==> src/rtl/multicycle_controller.sv <==
// Multicycle MIPS control FSM: sequences fetch/decode/execute/memory/writeback,
// drives datapath selects and enables, and traps on illegal opcodes or on a
// memory access that stays not-ready for too long.
module multicycle_controller #(
    parameter int SUPPORT_IMM  = 1,
    parameter int SUPPORT_JUMP = 1,
    parameter int MEM_TIMEOUT  = 16
) (
    input  logic        clk,
    input  logic        rst,
    input  logic [31:0] instr,
    input  logic        mem_ready,
    input  logic        zero,
    output logic [2:0]  alu_op,
    output logic        alu_src_a,
    output logic [1:0]  alu_src_b,
    output logic [1:0]  pc_src,
    output logic        pc_en,
    output logic        ir_write,
    output logic        mem_read,
    output logic        mem_write,
    output logic        iord,
    output logic        reg_write,
    output logic        reg_dst,
    output logic        mem_to_reg,
    output logic        retire,
    output logic [3:0]  state,
    output logic        illegal,
    output logic        bus_err
);

    typedef enum logic [3:0] {
        S_IDLE     = 4'd0,
        S_FETCH    = 4'd1,
        S_DECODE   = 4'd2,
        S_MEMADR   = 4'd3,
        S_MEMRD    = 4'd4,
        S_MEMWB    = 4'd5,
        S_MEMWR    = 4'd6,
        S_RTYPE_EX = 4'd7,
        S_IMM_EX   = 4'd8,
        S_ALU_WB   = 4'd9,
        S_BEQ_EX   = 4'd10,
        S_JUMP     = 4'd11,
        S_TRAP     = 4'd15
    } state_t;

    localparam logic [5:0] OP_RTYPE = 6'b000000;
    localparam logic [5:0] OP_LW    = 6'b100011;
    localparam logic [5:0] OP_SW    = 6'b101011;
    localparam logic [5:0] OP_BEQ   = 6'b000100;
    localparam logic [5:0] OP_ADDI  = 6'b001000;
    localparam logic [5:0] OP_ANDI  = 6'b001100;
    localparam logic [5:0] OP_ORI   = 6'b001101;
    localparam logic [5:0] OP_SLTI  = 6'b001010;
    localparam logic [5:0] OP_J     = 6'b000010;

    localparam logic [5:0] FN_ADD = 6'b100000;
    localparam logic [5:0] FN_SUB = 6'b100010;
    localparam logic [5:0] FN_AND = 6'b100100;
    localparam logic [5:0] FN_OR  = 6'b100101;
    localparam logic [5:0] FN_SLT = 6'b101010;

    // Counter must hold values up to MEM_TIMEOUT; keep at least one bit when disabled.
    localparam int CNT_W = (MEM_TIMEOUT > 0) ? $clog2(MEM_TIMEOUT + 1) : 1;
    // Count value seen on the last tolerated stall cycle before the trap.
    localparam logic [CNT_W-1:0] LAST_STALL = (MEM_TIMEOUT > 0) ? CNT_W'(MEM_TIMEOUT - 1) : '0;

    state_t           r_state;
    state_t           w_next;
    logic [CNT_W-1:0] r_cnt;
    logic             r_illegal;
    logic             r_bus_err;

    logic [5:0] w_opcode;
    logic [5:0] w_funct;
    logic       w_funct_legal;
    logic       w_mem_state;
    logic       w_stall;
    logic       w_timeout;
    logic       w_unused;

    assign w_opcode = instr[31:26];
    assign w_funct  = instr[5:0];
    assign w_unused = ^instr[25:6];

    assign w_funct_legal = (w_funct == FN_ADD) || (w_funct == FN_SUB) || (w_funct == FN_AND) ||
                           (w_funct == FN_OR)  || (w_funct == FN_SLT);

    assign w_mem_state = (r_state == S_FETCH) || (r_state == S_MEMRD) || (r_state == S_MEMWR);
    assign w_stall     = w_mem_state && !mem_ready;
    // A ready on the would-be timeout cycle completes the access, since w_stall is then 0.
    assign w_timeout   = (MEM_TIMEOUT != 0) && w_stall && (r_cnt == LAST_STALL);

    // State register with asynchronous reset.
    always_ff @(posedge clk or posedge rst) begin
        if (rst) begin
            r_state <= S_IDLE;
        end else begin
            // NOTE: sequential state uses non-blocking assignments so every register
            // samples the pre-edge values regardless of block ordering.
            r_state <= w_next;
        end
    end

    // Stall counter plus sticky illegal / bus-error flags.
    always_ff @(posedge clk or posedge rst) begin
        if (rst) begin
            r_cnt     <= '0;
            r_illegal <= 1'b0;
            r_bus_err <= 1'b0;
        end else begin
            if (mem_ready || (w_next != r_state)) begin
                r_cnt <= '0;
            end else if (w_stall) begin
                r_cnt <= r_cnt + CNT_W'(1);
            end
            if ((r_state == S_DECODE) && (w_next == S_TRAP)) begin
                r_illegal <= 1'b1;
            end
            if (w_timeout) begin
                r_bus_err <= 1'b1;
            end
        end
    end

    // Next-state logic.
    always_comb begin
        // NOTE: every always_comb output gets a default first, so no path can
        // leave it unassigned and infer a latch.
        w_next = r_state;
        case (r_state)
            S_IDLE:   w_next = S_FETCH;
            S_FETCH: begin
                if (mem_ready)      w_next = S_DECODE;
                else if (w_timeout) w_next = S_TRAP;
            end
            S_DECODE: begin
                case (w_opcode)
                    OP_RTYPE:                         w_next = w_funct_legal ? S_RTYPE_EX : S_TRAP;
                    OP_LW, OP_SW:                     w_next = S_MEMADR;
                    OP_BEQ:                           w_next = S_BEQ_EX;
                    OP_ADDI, OP_ANDI, OP_ORI, OP_SLTI: w_next = (SUPPORT_IMM != 0) ? S_IMM_EX : S_TRAP;
                    OP_J:                             w_next = (SUPPORT_JUMP != 0) ? S_JUMP : S_TRAP;
                    default:                          w_next = S_TRAP;
                endcase
            end
            S_MEMADR: w_next = (w_opcode == OP_SW) ? S_MEMWR : S_MEMRD;
            S_MEMRD: begin
                if (mem_ready)      w_next = S_MEMWB;
                else if (w_timeout) w_next = S_TRAP;
            end
            S_MEMWR: begin
                if (mem_ready)      w_next = S_FETCH;
                else if (w_timeout) w_next = S_TRAP;
            end
            S_MEMWB, S_ALU_WB, S_BEQ_EX, S_JUMP: w_next = S_FETCH;
            S_RTYPE_EX, S_IMM_EX:                w_next = S_ALU_WB;
            S_TRAP:                              w_next = S_TRAP;
            default:                             w_next = S_TRAP;
        endcase
    end

    // Datapath controls decoded from the current state.
    always_comb begin
        alu_op     = 3'b000;
        alu_src_a  = 1'b0;
        alu_src_b  = 2'b00;
        pc_src     = 2'b00;
        pc_en      = 1'b0;
        ir_write   = 1'b0;
        mem_read   = 1'b0;
        mem_write  = 1'b0;
        iord       = 1'b0;
        reg_write  = 1'b0;
        reg_dst    = 1'b0;
        mem_to_reg = 1'b0;
        retire     = 1'b0;
        case (r_state)
            S_FETCH: begin
                mem_read  = 1'b1;
                alu_src_b = 2'b01;
                ir_write  = mem_ready;
                pc_en     = mem_ready;
            end
            S_DECODE: alu_src_b = 2'b11;
            S_MEMADR: begin
                alu_src_a = 1'b1;
                alu_src_b = 2'b10;
            end
            S_MEMRD: begin
                mem_read = 1'b1;
                iord     = 1'b1;
            end
            S_MEMWB: begin
                reg_write  = 1'b1;
                mem_to_reg = 1'b1;
                retire     = 1'b1;
            end
            S_MEMWR: begin
                mem_write = 1'b1;
                iord      = 1'b1;
                retire    = mem_ready;
            end
            S_RTYPE_EX: begin
                alu_src_a = 1'b1;
                case (w_funct)
                    FN_SUB:  alu_op = 3'b011;
                    FN_AND:  alu_op = 3'b100;
                    FN_OR:   alu_op = 3'b010;
                    FN_SLT:  alu_op = 3'b111;
                    default: alu_op = 3'b000;
                endcase
            end
            S_IMM_EX: begin
                alu_src_a = 1'b1;
                alu_src_b = 2'b10;
                case (w_opcode)
                    OP_ANDI: alu_op = 3'b100;
                    OP_ORI:  alu_op = 3'b010;
                    OP_SLTI: alu_op = 3'b111;
                    default: alu_op = 3'b000;
                endcase
            end
            S_ALU_WB: begin
                reg_write = 1'b1;
                reg_dst   = (w_opcode == OP_RTYPE);
                retire    = 1'b1;
            end
            S_BEQ_EX: begin
                alu_src_a = 1'b1;
                alu_op    = 3'b011;
                pc_src    = 2'b01;
                pc_en     = zero;
                retire    = 1'b1;
            end
            S_JUMP: begin
                pc_src = 2'b10;
                pc_en  = 1'b1;
                retire = 1'b1;
            end
            default: ;
        endcase
    end

    assign state   = r_state;
    assign illegal = r_illegal;
    assign bus_err = r_bus_err;

endmodule

==> config.mk <==
export PLATFORM = sky130hd
export DESIGN_NAME = multicycle_controller
export DESIGN_NICKNAME = d
export VERILOG_FILES = /design/src/rtl/multicycle_controller.sv
export SDC_FILE = /design/constraint.sdc
export NUM_CORES = 1
export LEC_CHECK = 0
export CORE_MARGIN = 10
export CORE_UTILIZATION = 43
export DETAILED_ROUTE_END_ITERATION = 10
export PLACE_DENSITY = 0.85
export SETUP_SLACK_MARGIN = 0.1
export SYNTH_ARGS = -nofsm -noshare
export SYNTH_HDL_FRONTEND = slang
export SYNTH_SLANG_ARGS = --single-unit
==> constraint.sdc <==
create_clock -name clk -period 3.87 [get_ports clk]
set_input_delay 0.387 -clock clk [delete_from_list [all_inputs] [get_ports clk]]
set_output_delay 0.387 -clock clk [all_outputs]
set_load 0.1 [all_outputs]
==> impl_results.md, run 1 <==
* Initial antenna violation count at 0
* Worst R2R Start: state[1]
* RSZ-0062 raised after global routing: false
* CTS tree: yes
* Crit-path max FO at 20
* Min-Delay Path Class: primary input to async pin
* Clock power share at 0.054
* Die span in y at between 70 and 80 um
* Top cells by area, synth: dfrtp_1 (24%), nor2_1 (6.7%), nor2b_1 (4.8%), nand2_1 (4.2%), a21oi_1 (3.9%)
* CP Launch Type: flop
* # rows at 18
* Largest net degree at the start of global routing at 25
* Cell area after layout at approximately 1500 sq um
* Mean post-synth cell area at 7.40 sq um
* Syn nets at ~200
* Synth Register Bits at 11
* First drt pass iteration count at 4
* I/O Pins at 59
* Sw frac at 0.689
* Detailed Route Iter0 Violations at ~110
* Area of the multi-input gates at between 800 and 900 sq um
* CP top delay family: buffers and inverters
* Slew headroom at 0.336
* Critical path type: flop to output port
* Final setup viols at 0
* Hold buffer count at CTS at 0
* R2R cell count at 5
* Filler cells at 239
* Core Footprint at 2540 sq um
* Met1 global-route usage at 0.156
* Most frequent cells in the layout: clkdlybuf4s50_1 (24), nor2_1 (20), buf_4 (14), nand2_1 (13), dfrtp_1 (11)
* Max Freq at 341 MHz
* Die ar. at about 5200 sq um
* CTS buffer count at 3
* CTS Sinks at 11
* Slowest CP cell: clkdlybuf4s50_1
* Maxcap violations at 0
* Area leader, netlist: dfrtp_1
* P_sw at 0.00101 W
* Clock slew at reported path FFs at 0.07 ns
* CP Buf/Inv Count at 1
* Vias in the first global route at around 1100
* Clk Tree Root Cell: clkbuf_4
* First-pass GRT wire length at between 5000 and 6000 um
* Outcome: finished, final reports clean
* Post-DP Area at between 1500 and 2000 sq um
* Final #Nets at between 200 and 250
* Setup Buffers After CTS at 0
* M2 GR Usage at 0.203
* Int Power at 0.000459 W
* Cell Area, Synth at about 1200 sq um
* Flop2flop setup slack at between 1.5 and 2 ns
* Proportion of layout cells with a drive suffix above 1 at 0.138
* Drt total wl at 3440 um
* Layout Utilization at 0.602
* Max Clock Skew at around 0.0073 ns
* GR peak layer: met2
* FF+latch area at 275 sq um
* Reg power frac at 0.164
* Final ANT Viol Nets at 0
* Comb pwr share at 0.782
* CP Data Required Time at ~3.5 ns
* Mapped Cells at approximately 160
* Total inserted antenna cells at 0
* DRC viols at 0
* WL per Instance at 15.8 um
* Gr ovfl total at 0
* CP Depth at 3
* Worst Path Arrival at roughly 2.6 ns
* Worst reg2reg endpoint: r_cnt[2]
* Fin. max-slew vios at 0
* Hold Violations, Final at 0
* Via density at approximately 5.7
* Port Buffers at 38
* Detailed placement HPWL at 2720 um
* Worst-skew pair later-pin latency at approximately 0.27 ns
* Fin crit period at approximately 2.9 ns
* Initial core utilization at 0.459
* Post-synth top area share at 0.236
* Yosys warns at 0
* Synth unique cells at 45
* GP Congestion at between 0.8 and 0.9
* Post-CTS Resized at 0
* Met3 usage at 0.0449
* Seq/Total Area, Yosys at 0.236
* CTS HTree Levels at 1
* Worst Max-Slew Pin Slew at about 0.99 ns
* Commonest non-fill, non-tap cell in the layout: clkdlybuf4s50_1
* Cell-by-cell trace of the critical path: nand2b_1 > nor2_1 > clkdlybuf4s50_1
* Critical Path Max Stage Delay at ~1.2 ns
* Max IR drop VDD at between 800 and 900 uV
* Final worst path period share at 0.759
* Critical Path End Type: output port
* Total GRT Usage at 0.128
* Via count at approximately 1200
* Die width at 72.1 um
* Synth-to-layout area growth at 31.2%
* Pwr dens at 962 nW/um^2
* Leakage at slightly above 0.6 nW
* Worst-case clock buffer depth at 2
==> power groups by stage <==
stage          Clock [W]  Sequential [W]  Combinational (W)
2_1_floorplan          0        0.000304           0.000862
3_3_place_gp           0        0.000240            0.00114
6_report       0.0000789        0.000242            0.00115
5_1_grt        0.0000836        0.000255            0.00121
4_1_cts        0.0000804        0.000239            0.00116
3_5_place_dp           0        0.000241            0.00116
==> synth_stat cells, drive strengths merged <==
library cell	instances
nor2	21
nand2	13
dfrtp	11
buf	10
o21ai	10
a21oi	9
nor2b	9
nand2b	7
inv	6
nor3	6
nor4	5
o21bai	4
xnor2	4
mux2i	3
nand3	3
nor3b	3
o22ai	3
a211o	2
a22o	2
a31oi	2
clkbuf	2
ha	2
nand3b	2
o211ai	2
o31ai	2
xor2	2
a21boi	1
a21o	1
a311o	1
a31o	1
a32o	1
a41o	1
and2	1
and3	1
mux2	1
nor4b	1
o2111ai	1
or4	1
or4b	1
==> how the worst max path moves through the flow <==
stage	startpoint	to	slack, ns
final	state[2]	iord	0.93
after global routing	state[2]	iord	0.77
after CTS	state[2]	iord	0.94
after detailed placement	state[2]	iord	1.24
after global placement	state[2]	iord	1.28
after floorplan	state[3]	alu_op[0]	-0.02
==> sequential cells by signal (all words and copies together) (netlist names) <==
name     flops
illegal      1
r_cnt        5
bus_err      1
state        4
==> per-layer routing <==
layer,vias up,part of all wire
met5,-,0
met4,0,0.0090
met3,4,0.079
met2,33,0.48
met1,583,0.44
li1,628,-
==> area by class of cell <==
class	instances	area share
clock buffer	4	0.0171
inverter	6	0.0147
tap	30	0.0245
timing repair buffer	38	0.225
multi-input combinational	129	0.539
sequential	11	0.180
==> cell families (layout without fill, tap and decap cells) <==
| logic type | Yosys count | after routing | share of synthesized area |
|---|---|---|---|
| and+or+nand+nor | 74 | 74 | 0.338 |
| AOI/OAI and AO/OA | 43 | 43 | 0.249 |
| buffers and inverters | 18 | 48 | 0.0685 |
| DFF | 11 | 11 | 0.236 |
| xor gates and xnor gates | 6 | 6 | 0.0514 |
| muxes | 4 | 4 | 0.0353 |
| adders and majority gates | 2 | 2 | 0.0214 |
==> stage by stage <==
stage	instances	setup TNS, ns	setup slack [ns]	hold slack [ns]	total power (W)
after floorplan	158	-0.0238	-0.0238	0.239	0.00117
after global placement	214	0	1.28	0.463	0.00137
after detailed placement	214	0	1.24	0.469	0.00140
after CTS	218	0	0.945	0.428	0.00148
after global routing	218	0	0.769	0.437	0.00155
final	218	0	0.935	0.411	0.00147
No activity file was read; power rests on OpenSTA's default activity.
==> inputs of run 2 (changes only) <==
- CORE_UTILIZATION: 43 -> 40
- PLACE_DENSITY: 0.85 -> 0.8
- clock period: 3.87 -> 3 ns (I/O delays scaled with it)
==> run 2 against run 1 <==
Register-to-register slack worse by 0.77 ns. Worst hold slack lost 0.099 ns. Sequential share of layout area decreased by 0.98 points. Clock skew shrank 0.0027 ns. Setup slack worse by 0.28 ns. Global-route usage is 0.16 points lower. Largest cell class unchanged. Highest routed layer unchanged.
==> impl_results.md, run 2 (synthesis results as in run 1) <==
* Outcome: finished, final reports clean
* R2R cell count at 8 (+3)
* GR peak layer: met2
* Reg power frac at 0.118 (-0.046)
* Worst Path Arrival at 2.05 ns (-0.50 ns)
* Final #Nets at 231 (+1.8%)
* Hold buffer count at CTS at 0 (unchanged)
* Die ar. at 5480 sq um (+5.4%)
* Max IR drop VDD at 1860 uV (+120%)
* Max Freq at between 400 and 500 MHz
* Top reg by flops: r_cnt
* CTS tree: yes
* Met1 global-route usage at 0.146 (-0.00983)
* Clock slew at reported path FFs at 0.07 ns (about the same)
* Cell-by-cell trace of the critical path: nand2b_1 > or4_1 > nor2_1 > nor2_1 > o21ai_2 > buf_12
* Slew headroom at 0.637 (+0.301)
* CP Depth at 6 (+3)
* Proportion of layout cells with a drive suffix above 1 at 0.245 (+0.106)
* Gr ovfl total at 0 (unchanged)
* Detailed placement HPWL at 2770 um (+1.9%)
* Sw frac at 0.675 (-0.0133)
* Worst-skew pair later-pin latency at 0.26 ns (about the same)
* Via count at 1273 (+2.0%)
* # rows at 19 (+1)
* CP Data Required Time at 2.70 ns (-0.78 ns)
* Largest net degree at the start of global routing at 20 (-20%)
* Core Footprint at 2780 sq um (+9.3%)
* Port Buffers at 38 (unchanged)
* WL per Instance at 15.2 um (-3.4%)
* GP Congestion at 0.857 (-1.5%)
* Total inserted antenna cells at 0 (unchanged)
* Via density at 5.71 (-0.28%)
* Max reg flops at 5 (unchanged)
* Commonest non-fill, non-tap cell in the layout: buf_4
* Place WS at 0.676 ns (-0.568 ns)
* Critical Path End Type: output port
* Setup ws final at 0.654 ns (-0.281 ns)
* Critical Path Max Stage Delay at 0.52 ns (-0.64 ns)
* Final setup viols at 0 (unchanged)
* Initial core utilization at 0.420 (-0.0390)
* M2 GR Usage at 0.219 (+0.0156)
* Worst Max-Slew Pin Slew at 0.540 ns (-0.452 ns)
* Clk Tree Root Cell: clkbuf_4
* CTS Sinks at 11 (unchanged)
* Final worst path period share at 0.782
* Initial antenna violation count at 0 (unchanged)
* CP Launch Type: flop
* Vias in the first global route at 1293 (+13%)
* Filler cells at 230 (-3.8%)
* Slowest CP cell: or4_1
* Fin crit period at between 2 and 2.5 ns
* Met3 usage at 0.0279 (-0.0170)
* Total GRT Usage at 0.127 (-0.00164)
* P_sw at 0.00132 W (+30%)
* RSZ-0062 raised after global routing: false
* Pwr dens at 1210 nW/um^2 (+26%)
* Die span in y at 74.1 um (+2.7%)
* DRC viols at 0 (unchanged)
* Layout Utilization at 0.583 (-0.0193)
* Critical path type: flop to output port
* Comb pwr share at 0.833 (+0.051)
* First-pass GRT wire length at 5840 um (+3.7%)
* Final ANT Viol Nets at 0 (unchanged)
* Synth-to-layout area growth at 38.8%
* CTS HTree Levels at 1 (unchanged)
* Fin. max-slew vios at 0 (unchanged)
* Leakage at 0.649 nW (+7.3%)
* Hold Violations, Final at 0 (unchanged)
* Crit-path max FO at 10 (-50%)
* Detailed Route Iter0 Violations at 69 (-34%)
* Int Power at 0.000637 W (+39%)
* Min-Delay Path Class: primary input to async pin
* Most frequent cells in the layout: buf_4 (24), nor2_1 (16), clkdlybuf4s50_1 (15), nand2_1 (13), dfrtp_1 (11)
* Setup Buffers After CTS at 0 (unchanged)
* Maxcap violations at 0 (unchanged)
* I/O Pins at 59 (unchanged)
* Worst-case clock buffer depth at 2 (unchanged)
* Most frequent CP cell: nor2_1
* Clock power share at 0.049 (-0.005)
* Die width at 74.1 um (+2.7%)
* Post-CTS Resized at 0 (unchanged)
* First drt pass iteration count at 4 (unchanged)
* CTS buffer count at 3 (unchanged)
* CP top delay family: simple AND/OR/NAND/NOR gates
* CP Buf/Inv Count at 1 (unchanged)
* Max Clock Skew at 0.00454 ns (-0.00274 ns)
* Drt total wl at 3400 um (-1.1%)
==> run 2: changes by cell type in the layout (fill, tap and decap cells not counted), moves of 3 or more <==
cell,previous run,this run
nor2_2,1,5
buf_12,0,3
clkdlybuf4s50_1,24,15
buf_4,14,24
nor2_1,20,16
==> run 2: cell type report <==
cell class	instances	area, sq um	share of cell area
well taps	31	38.8	0.0239
repair buffers	42	390	0.241
clock buffers	4	26.3	0.0162
multi-input cells	129	868	0.535
inverters	6	22.5	0.0139
flip-flops and latches	11	275	0.170
==> run 2: routing by layer <==
metal	routed length (um)	up-vias
met3	265	8
met1	1390	592
met5	0	-
met4	72	0
li1	-	630
met2	1670	43
==> run 2: per-stage QoR <==
step / hold WS [ns] / total power (W) / TNS (ns) / cell area (sq um) / cells
2_1_floorplan: 0.152 / 0.00154 / -1.61 / 1220 / 158
3_3_place_gp: 0.472 / 0.00186 / 0 / 1600 / 219
3_5_place_dp: 0.481 / 0.00187 / 0 / 1600 / 219
4_1_cts: 0.329 / 0.00197 / 0 / 1620 / 223
5_1_grt: 0.343 / 0.00207 / 0 / 1620 / 223
6_report: 0.313 / 0.00196 / 0 / 1620 / 223
==> run 2: power by group through the flow <==
stage,logic [W],clock network (W),registers [W]
floorplan,0.00114,0,0.000392
global route,0.00172,0.000112,0.000237
CTS,0.00164,0.0000995,0.000232
detailed placement,0.00164,0,0.000235
global placement,0.00162,0,0.000233
finish,0.00163,0.0000966,0.000231
==> run 2: worst paths after layout <==
path,startpoint,end,slack (ns)
worst max-delay path,state[3],alu_op[0],0.65
worst min-delay path,rst,r_cnt[3],0.31
worst max register to register,r_cnt[0],r_cnt[3],0.82
worst min register to register,illegal,illegal,0.49
max in group asynchronous,rst,state[1],2.40
min in group clk,illegal,illegal,0.49
==> run 2: worst register-to-register path: stages (launching register included) <==
cell and delay [ns]:
dfrtp_1 0.41, ha_1 0.23, and3_1 0.18, ha_1 0.25, nor2_1 0.13, o31ai_1 0.09, a311o_2 0.36, xor2_2 0.19
nor4_1 0.24
==> inputs of run 3 (changes only) <==
- CORE_UTILIZATION: 40 -> 36
- PLACE_DENSITY: 0.8 -> 0.76
- clock period: 3 -> 1.9 ns (I/O delays scaled with it)
==> run 3 against run 2 <==
Routed wire length increased by 74%. Combinational power increased to 2.8 times the previous value. Non-clock buffer count increased by 57. Critical path depth increased by 2. Sequential share of layout area decreased by 6.2 points. Design area increased by 67%. Worst hold slack got worse by 0.12 ns. Global-route usage increased by 3.6 points. Clock power increased by 78%. Core utilization increased by 30 points. The run now ends with negative setup slack left. Power increased to 2.6 times the previous value. Clock skew increased by 0.0071 ns.
==> impl_results.md, run 3 (synthesis results as in run 1) <==
* Max Clock Skew at 0.0116 ns (+0.00710 ns)
* Die ar. at 5930 sq um (+8.1%)
* Vias in the first global route at 1679 (+30%)
* DP Cell Count at 264 (+21%)
* Total inserted antenna cells at 0 (unchanged)
* Max Freq at 462 MHz
* Largest net degree at the start of global routing at 12 (-40%)
* Final TNS setup at -1.57 ns (-1.57 ns)
* Initial antenna violation count at 0 (unchanged)
* CP Data Required Time at 2.07 ns (-0.63 ns)
* Final #Nets at 288 (+25%)
* # rows at 20 (+1)
* Via density at 5.58 (-2.2%)
* Clock slew at reported path FFs at 0.08 ns (about the same)
* RSZ-0062 raised after global routing: true
* Total GRT Usage at 0.163 (+0.0363)
* Detailed Route Iter0 Violations at 136 (+97%)
* CTS Sinks at 11 (unchanged)
* Final setup viols at 10 (+10)
* Slowest CP cell: dfrtp_1
* Worst-skew pair later-pin latency at 0.28 ns (+0.02 ns)
* First-pass GRT wire length at 8220 um (+41%)
* WHS at 0.195 ns (-0.117 ns)
* FF+latch area at 290 sq um (+5.5%)
* Filler cells at 152 (-34%)
* Core Footprint at 3080 sq um (+11%)
* Post-Layout Cell Count at 293 (+31%)
* Crit-path max FO at 5 (-5)
* CTS HTree Levels at 1 (unchanged)
* Die span in y at 77.0 um (+4.0%)
* Die width at 77.0 um (+4.0%)
* Power Total at 0.00508 W (+160%)
* Critical Path End Type: flop
* CP Launch Type: flop
* DRC viols at 0 (unchanged)
* Hold Violations, Final at 0 (unchanged)
* CTS tree: yes
* First drt pass iteration count at 4 (unchanged)
* Worst Max-Slew Pin Slew at 0.441 ns (-0.0997 ns)
* Maxcap violations at 0 (unchanged)
* Commonest non-fill, non-tap cell in the layout: buf_4
* Worst-case clock buffer depth at 2 (unchanged)
* Min-Delay Path Class: primary input to async pin
* Final worst path period share at 1.14
* Critical path type: flop to flop
* Slew headroom at 0.706 (+0.0686)
* Top reg by flops: r_cnt
* Fin. max-slew vios at 0 (unchanged)
* Max IR drop VDD at 1360 uV (-27%)
* Synth-to-layout area growth at 131%
* Fin crit period at ~2.2 ns
* Critical Path Max Stage Delay at 0.41 ns (-0.11 ns)
* Detailed placement HPWL at 3410 um (+23%)
* Clk Tree Root Cell: clkbuf_4
* Leakage at 1.09 nW (+67%)
* GP Congestion at 0.908 (+6.0%)
* Area of the multi-input gates at 1150 sq um (+32%)
* Gr ovfl total at 0 (unchanged)
* Setup ws final at -0.264 ns (-0.918 ns)
* Most frequent cells in the layout: buf_4 (43), buf_12 (24), buf_6 (14), clkdlybuf4s50_1 (13), nand2_1 (11)
* I/O Pins at 59 (unchanged)
* Hold buffer count at CTS at 0 (unchanged)
* WL per Instance at 20.2 um (+32%)
* Place WS at -0.265 ns (-0.941 ns)
* Via count at 1636 (+29%)
* Max reg flops at 5 (unchanged)
* Cell-by-cell trace of the critical path: ha_2 > and3_4 > ha_4 > nor2_1 > o31ai_1 > a311o_2 > xor2_2 > nor4_1
* Port Buffers at 38 (unchanged)
* CTS buffer count at 3 (unchanged)
* Failing checks: negative setup slack
* Worst Path Arrival at 2.34 ns (+0.29 ns)
* Pwr dens at 1880 nW/um^2 (+55%)
* Outcome: complete, but fails checks
* Initial core utilization at 0.380 (-0.0405)
* Drt total wl at 5910 um (+74%)
* Proportion of layout cells with a drive suffix above 1 at 0.578 (+0.334)
* Final ANT Viol Nets at 0 (unchanged)
==> run 3: changes by cell type in the layout (fill, tap and decap cells not counted), sizes merged <==
cell,previous run,this run
buf,27,83
dlygate4sd2,0,2
clkdlybuf4s50,15,13
clkbuf,4,5
==> run 3: cell type report <==
cell class	count	area share
Clock buffer	4	0.00972
Inverter	6	0.00833
Multi-Input combinational cell	129	0.424
Sequential cell	11	0.107
Tap cell	44	0.0204
Timing Repair Buffer	99	0.430
==> run 3: layer usage <==
layer | up-vias | routed length, um | GRT usage | part of all wire
met1 | 804 | 2320 | 0.178 | 0.39
met2 | 64 | 3080 | 0.304 | 0.52
met5 | - | 0 | 0 | 0
met3 | 19 | 307 | 0.0420 | 0.052
met4 | 0 | 199 | 0.0365 | 0.034
li1 | 749 | - | - | -
==> run 3: what timing repair did <==
action,CTS,global route
pin swaps,10,15
endpoints found under the hold margin,0,0
setup buffers,13,13
cloned,0,1
setup endpoints to repair,16,22
gates resized for setup,34,29
==> run 3: worst paths after layout <==
kind | start | endpoint | slack, ns | depth (start not counted)
worst min register to register | illegal | illegal | 0.48 | 1
worst max-delay path | r_cnt[0] | r_cnt[3] | -0.26 | 8
worst min-delay path | rst | r_cnt[0] | 0.20 | 2
min in group clk | illegal | illegal | 0.48 | 1
worst max register to register | r_cnt[0] | r_cnt[3] | -0.26 | 8
max in group asynchronous | rst | state[1] | 1.35 | 2
==> run 3: critical path, delay by kind of cell (launching register included) <==
kind,cells,cell delay [ns]
AO/OA/AOI/OAI,2,0.48
XOR/XNOR,1,0.20
flip-flops,1,0.41
AND/OR/NAND/NOR,3,0.58
adder cells (fa/ha/maj),2,0.38
==> run 3: report_power, final <==
part / leakage [nW] / total [W] / switching [W] / internal, W
sequential: 0.138 / 0.000390 / 0.0000841 / 0.000306
combinational: 0.933 / 0.00451 / 0.00264 / 0.00188
clock: 0.0150 / 0.000172 / 0.0000901 / 0.0000816
total: 1.09 / 0.00508 / 0.00281 / 0.00226
==> run 3: per-stage QoR <==
stage                      util  instance area [sq um]
after CTS                 0.804                   2480
after detailed placement  0.717                   2210
after floorplan               -                   1400
after global placement    0.717                   2210
final                     0.878                   2700
after global routing      0.878                   2700
